[config.mk]
export PLATFORM = sky130hd
export DESIGN_NAME = softmax_row_sched
export DESIGN_NICKNAME = d
export VERILOG_FILES = /design/src/rtl/softmax_row_sched.sv
export SDC_FILE = /design/constraint.sdc
export NUM_CORES = 1
export LEC_CHECK = 0
export CELL_PAD_IN_SITES_DETAIL_PLACEMENT = 0
export CELL_PAD_IN_SITES_GLOBAL_PLACEMENT = 1
export CORE_MARGIN = 3
export CORE_UTILIZATION = 38
export DETAILED_ROUTE_END_ITERATION = 10
export HOLD_SLACK_MARGIN = 0.02
export PLACE_DENSITY_LB_ADDON = 0.1
export SLEW_MARGIN = 20
export SYNTH_ARGS = -nofsm -noshare
export SYNTH_HDL_FRONTEND = slang
export SYNTH_SLANG_ARGS = --single-unit
[constraint.sdc]
create_clock -name clk -period 7.3 [get_ports clk]
set_input_delay 1.095 -clock clk [delete_from_list [all_inputs] [get_ports clk]]
set_output_delay 1.095 -clock clk [all_outputs]
set_load 0.03 [all_outputs]
[src/rtl/softmax_row_sched.sv]
`default_nettype none
// ============================================================================
//  Module   : softmax_row_sched
//  Purpose  : Round-robin scheduler sharing one row-softmax engine among NREQ
//             requesters, with a watchdog on each engine launch.
//  Revision : 1.0 - initial release
// ============================================================================
module softmax_row_sched #(
  parameter int NREQ    = 4,
  parameter int L       = 8,
  parameter int TIMEOUT = 256
) (
  input  logic                           clk,
  input  logic                           rst_n,
  input  logic [NREQ-1:0]                req_valid,
  input  logic [NREQ*$clog2(L)-1:0]      req_row,
  output logic [NREQ-1:0]                req_ready,
  output logic                           eng_start,
  output logic [$clog2(L)-1:0]           eng_row,
  output logic [$clog2(NREQ)-1:0]        eng_src,
  input  logic                           eng_done,
  output logic                           rsp_valid,
  input  logic                           rsp_ready,
  output logic [$clog2(NREQ)-1:0]        rsp_src,
  output logic [$clog2(L)-1:0]           rsp_row,
  output logic                           rsp_err,
  output logic                           busy
);

  localparam int RW = $clog2(L);
  localparam int SW = $clog2(NREQ);
  localparam int CW = $clog2(TIMEOUT + 1);

  typedef enum logic [1:0] {
    S_IDLE   = 2'd0,
    S_LAUNCH = 2'd1,
    S_BUSY   = 2'd2,
    S_RESP   = 2'd3
  } state_t;

  state_t        r_state, w_state_next;
  logic [SW-1:0] r_rr_ptr, w_rr_ptr_next;
  logic [SW-1:0] r_src, w_src_next;
  logic [RW-1:0] r_row, w_row_next;
  logic          r_err, w_err_next;
  logic [CW-1:0] r_wdog, w_wdog_next;

  logic [2*NREQ-1:0] w_dbl;
  logic              w_any;
  logic [SW-1:0]     w_off;
  logic [SW:0]       w_sum;
  logic [SW-1:0]     w_gnt_idx;
  logic [RW-1:0]     w_gnt_row;
  logic              w_hs;

  // Rotate the request vector so the scan starts at rr_ptr; the lowest set
  // bit of the rotated view is the winner's offset from the pointer.
  always_comb begin
    w_dbl     = {req_valid, req_valid} >> r_rr_ptr;
    w_any     = 1'b0;
    w_off     = '0;
    w_gnt_row = '0;
    for (int j = NREQ - 1; j >= 0; j--) begin
      if (w_dbl[j]) begin
        w_any = 1'b1;
        w_off = SW'(j);
      end
    end
    w_sum = {1'b0, r_rr_ptr} + {1'b0, w_off};
    if (w_sum >= (SW+1)'(NREQ)) begin
      w_sum = w_sum - (SW+1)'(NREQ);
    end
    w_gnt_idx = w_sum[SW-1:0];
    for (int i = 0; i < NREQ; i++) begin
      if (w_gnt_idx == SW'(i)) begin
        w_gnt_row = req_row[i*RW +: RW];
      end
    end
  end

  assign req_ready = (rst_n && (r_state == S_IDLE) && w_any) ? (NREQ'(1) << w_gnt_idx) : '0;
  assign w_hs      = |(req_valid & req_ready);

  always_comb begin
    w_state_next  = r_state;
    w_rr_ptr_next = r_rr_ptr;
    w_src_next    = r_src;
    w_row_next    = r_row;
    w_err_next    = r_err;
    w_wdog_next   = r_wdog;
    case (r_state)
      S_IDLE: begin
        if (w_hs) begin
          w_state_next  = S_LAUNCH;
          w_src_next    = w_gnt_idx;
          w_row_next    = w_gnt_row;
          w_rr_ptr_next = (w_gnt_idx == SW'(NREQ - 1)) ? '0 : w_gnt_idx + 1'b1;
        end
      end
      S_LAUNCH: begin
        w_wdog_next  = '0;
        w_state_next = S_BUSY;
      end
      S_BUSY: begin
        w_wdog_next = r_wdog + 1'b1;
        // A done arriving together with the timeout still counts as success.
        if (eng_done) begin
          w_err_next   = 1'b0;
          w_state_next = S_RESP;
        end else if (r_wdog == CW'(TIMEOUT - 1)) begin
          w_err_next   = 1'b1;
          w_state_next = S_RESP;
        end
      end
      S_RESP: begin
        if (rsp_ready) begin
          w_state_next = S_IDLE;
        end
      end
      default: w_state_next = S_IDLE;
    endcase
  end

  always_ff @(posedge clk or negedge rst_n) begin
    if (!rst_n) begin
      r_state  <= S_IDLE;
      r_rr_ptr <= '0;
      r_src    <= '0;
      r_row    <= '0;
      r_err    <= 1'b0;
      r_wdog   <= '0;
    end else begin
      r_state  <= w_state_next;
      r_rr_ptr <= w_rr_ptr_next;
      r_src    <= w_src_next;
      r_row    <= w_row_next;
      r_err    <= w_err_next;
      r_wdog   <= w_wdog_next;
    end
  end

  assign eng_start = (r_state == S_LAUNCH);
  assign busy      = (r_state != S_IDLE);
  assign rsp_valid = (r_state == S_RESP);
  assign eng_src   = r_src;
  assign eng_row   = r_row;
  assign rsp_src   = r_src;
  assign rsp_row   = r_row;
  assign rsp_err   = r_err;

endmodule
`default_nettype wire

==> metrics.md <==
| Metric | Value |
|---|---|
| Outcome | finished clean |
| Initial antenna violation count | 0 |
| DRC viols | 0 |
| CP Class | primary input to primary output |
| Hold Vio Cnt, Final | 0 |
| Logic pwr share | 0.688 |
| Starting Density | 0.404 |
| Layout cell share with drive strength beyond 1 | 0.0757 |
| WHS | 508 ps |
| Die Wd | 66.5 um |
| CTS sink cnt | 19 |
| FP Rows | 21 |
| Power per cell area | 427 mW/mm^2 |
| Final Max Tran Viols | 0 |
| Worst min-delay path category | flip-flop to flip-flop |
| CTS tree | built |
| IO buf count | 37 |
| Worst-Skew Late Latency | 250 ps |
| Vias per cell | 5.15 |
| Synth Instances | 155 |
| ANT nets after route | 0 |
| Initial DRC count | 84 |
| Switching part of the total power | 0.474 |
| Top fanout value on the critical path | 9 |
| Finished Layout Cells | 231 |
| CTS Buf Count | 3 |
| Seq cells post-synth | 19 |
| DR WL/cell | 12.6 um |
| Drt pass-1 iters | 4 |
| Top cell type's share of synthesized area | 0.342 |
| Pint | 0.000404 W |
| Largest net degree at the start of global routing | 21 |
| Synthesis-to-layout area growth | 29.3% |
| Die area | 0.00442 sq mm |
| Avg Inst Size Synth | 8.98 sq um |
| Synth top cells by count | 19 x dfrtp_1, 13 x nand2_1, 12 x ha_1, 12 x inv_1, 11 x nor2_1 |
| Worst-case clock buffer depth | 2 |
| Number of synthesized flops with an enable pin | 0 |
| Reg2reg setup slack | 3380 ps |
| DP Cell Count | 227 |
| Via count | 1190 |
| Clock share of power | 0.092 |
| Resize count post-CTS | 0 |
| CP bufs+invs | 2 |
| Dominant synthesized flop cell | dfrtp_1 |
| Root Buffer | clkbuf_8 |
| Synthesized area | 0.00139 sq mm |
| Peak supply drop | 222 uV |
| Crit path capture type | primary output |
| CP startpoint kind | primary input |
| Clock Pin Slew Worst Setup and Hold Paths | 70 ps |
| CP required | 6200 ps |
| Post-route setup slack | 1740 ps |
| Unrepaired setup endpoints after global routing | false |
| Worst relative slew slack | 0.609 |
| # Post-CTS Setup Buffers | 0 |
| Ys async rst share | 1.00 |
| Nets | 218 |
| Total Routing Usage GR | 0.136 |
| Fmax | 0.180 GHz |
| Count leader, synth | dfrtp_1 |
| Vert. Die Dim | 66.5 um |
| IO Pins | 38 |
| Synth unique cells | 43 |
| Global-route wire length before repair | 4790 um |
| Seq/Total Area, Yosys | 0.342 |
| Psw | 0.000364 W |
| Max-cap viol count | 0 |
| Max incr delay on CP | 660 ps |
| Leading post-synthesis cells by cell area | dfrtp_1 34%, ha_1 11%, nand2_1 3.5%, buf_4 3.2%, inv_1 3.2% |
| Final period util | 0.761 |
| Final wirelength | 2900 um |
| CP Cell Sequence | clkdlybuf4s50_1, nand3b_1, o311ai_0, o21ai_0, o221ai_1, ha_1, xnor2_1, or4_4, nand2_1, ha_1, and2_1, clkdlybuf4s50_1 |
| Worst slew pin tran | 586 ps |
| Routability congestion estimate | 0.809 |
| CORE AREA | 0.00344 sq mm |
| ANT cells | 0 |
| Post-DP HPWL | 2200 um |
| # hold bufs at CTS | 0 |
| Final setup fails | 0 |
| Overflow after GRT | 0 |
| Critical Path AT | 4460 ps |
| Pre-CTS setup slack | 1740 ps |
| Max H-tree Level | 1 |
| Cell family with most CP delay | buffers and inverters |
| Leak Pwr | 0.768 nW |
| Area leader, netlist | dfrtp_1 |
| Post-layout min period | 5560 ps |
| Seq pwr share | 0.220 |
| Post-Syn Nets | 187 |
| Setup Skew | 4.98 ps |
| Yosys warns | 0 |
| Vias in the first global route | 1114 |
| Setup tns final | 0 ps |
| CP max stage cell | clkdlybuf4s50_1 |
power by group through the flow:
stage               combinational, W  sequential, W  clock (W)
finish                      0.000529       0.000169  0.0000709
floorplan                   0.000380       0.000188          0
global route                0.000585       0.000176  0.0000788
detailed placement          0.000531       0.000172          0
global placement            0.000523       0.000169          0
CTS                         0.000534       0.000169  0.0000747
metrics by stage:
stage	utilization	power [W]	cell area (sq um)
2_1_floorplan	-	0.000568	1390
3_3_place_gp	0.509	0.000692	1750
3_5_place_dp	0.509	0.000702	1750
4_1_cts	0.523	0.000778	1800
5_1_grt	0.523	0.000839	1800
6_report	0.523	0.000769	1800
cells in the final DEF (no fill, tap or decap), types with 2 or more instances in the layout:
master | netlist | routed
or3_1 | 2 | 2
nand2b_1 | 4 | 4
o21ai_0 | 8 | 8
xnor2_1 | 2 | 2
clkbuf_8 | 0 | 3
mux2i_1 | 4 | 4
nor2_1 | 11 | 11
a211o_1 | 3 | 3
a31oi_1 | 4 | 4
clkdlybuf4s50_1 | 0 | 37
ha_1 | 12 | 12
a221oi_1 | 3 | 3
nor2b_1 | 3 | 3
nand2_1 | 13 | 13
inv_1 | 12 | 12
and2_1 | 5 | 5
nor3_1 | 2 | 2
o22ai_1 | 2 | 2
mux2_2 | 2 | 2
a21oi_1 | 6 | 6
nand3b_1 | 2 | 2
dfrtp_1 | 19 | 19
nand3_1 | 6 | 6
registers in the layout, indices dropped and copies added, names as in the netlist:
name      flops
r_wdog        9
eng_row       3
eng_src       2
r_rr_ptr      2
r_state       2
rsp_err       1
worst paths after layout:
check | cells after the start | to | startpoint
worst max-delay path | 12 | req_ready[3] | req_valid[3]
worst min-delay path | 1 | r_wdog[0] | r_wdog[0]
worst max register to register | 13 | r_state[1] | r_rr_ptr[0]
worst min register to register | 1 | r_wdog[0] | r_wdog[0]
max in group asynchronous | 2 | rsp_err | rst_n
min in group asynchronous | 2 | eng_row[2] | rst_n
worst register-to-register path, cell delays in order, from the launching register on:
cell and delay [ps]:
dfrtp_1 520, nand2b_1 150, o22ai_1 80, o21ai_0 150
o221ai_1 140, ha_1 220, xnor2_1 140, or4_4 550
nand2_1 110, ha_1 370, a22oi_2 160, a221oi_4 560
o221a_2 340, mux2_1 320
area by class of cell:
type                    instances  area [sq um]
fillers                       332          1640
multi-input cells             111           793
flip-flops and latches         19           475
repair buffers                 38           378
well taps                      46          57.6
inverters                      13          48.8
clock buffers                   3          41.3
clock inverters                 1          5.00
per-layer routing:
metal  track usage  up-vias  wire length [um]
li1              -      600                 -
met1         0.167      561              1340
met2         0.245       25              1400
met3        0.0152        4               132
met4        0.0457        0                26
met5             0        -                 0
logic make-up (layout without fill, tap and decap cells):
logic type | Yosys count | in the layout | share of synthesized area
multiplexers | 7 | 7 | 0.0531
AO/OA/AOI/OAI | 36 | 36 | 0.193
XOR/XNOR | 2 | 2 | 0.0126
buffers and inverters | 25 | 55 | 0.0881
AND/OR/NAND/NOR | 54 | 54 | 0.203
adder cells (fa/ha/maj) | 12 | 12 | 0.108
flip-flops | 19 | 19 | 0.342
No activity file was read; power rests on OpenSTA's default activity.
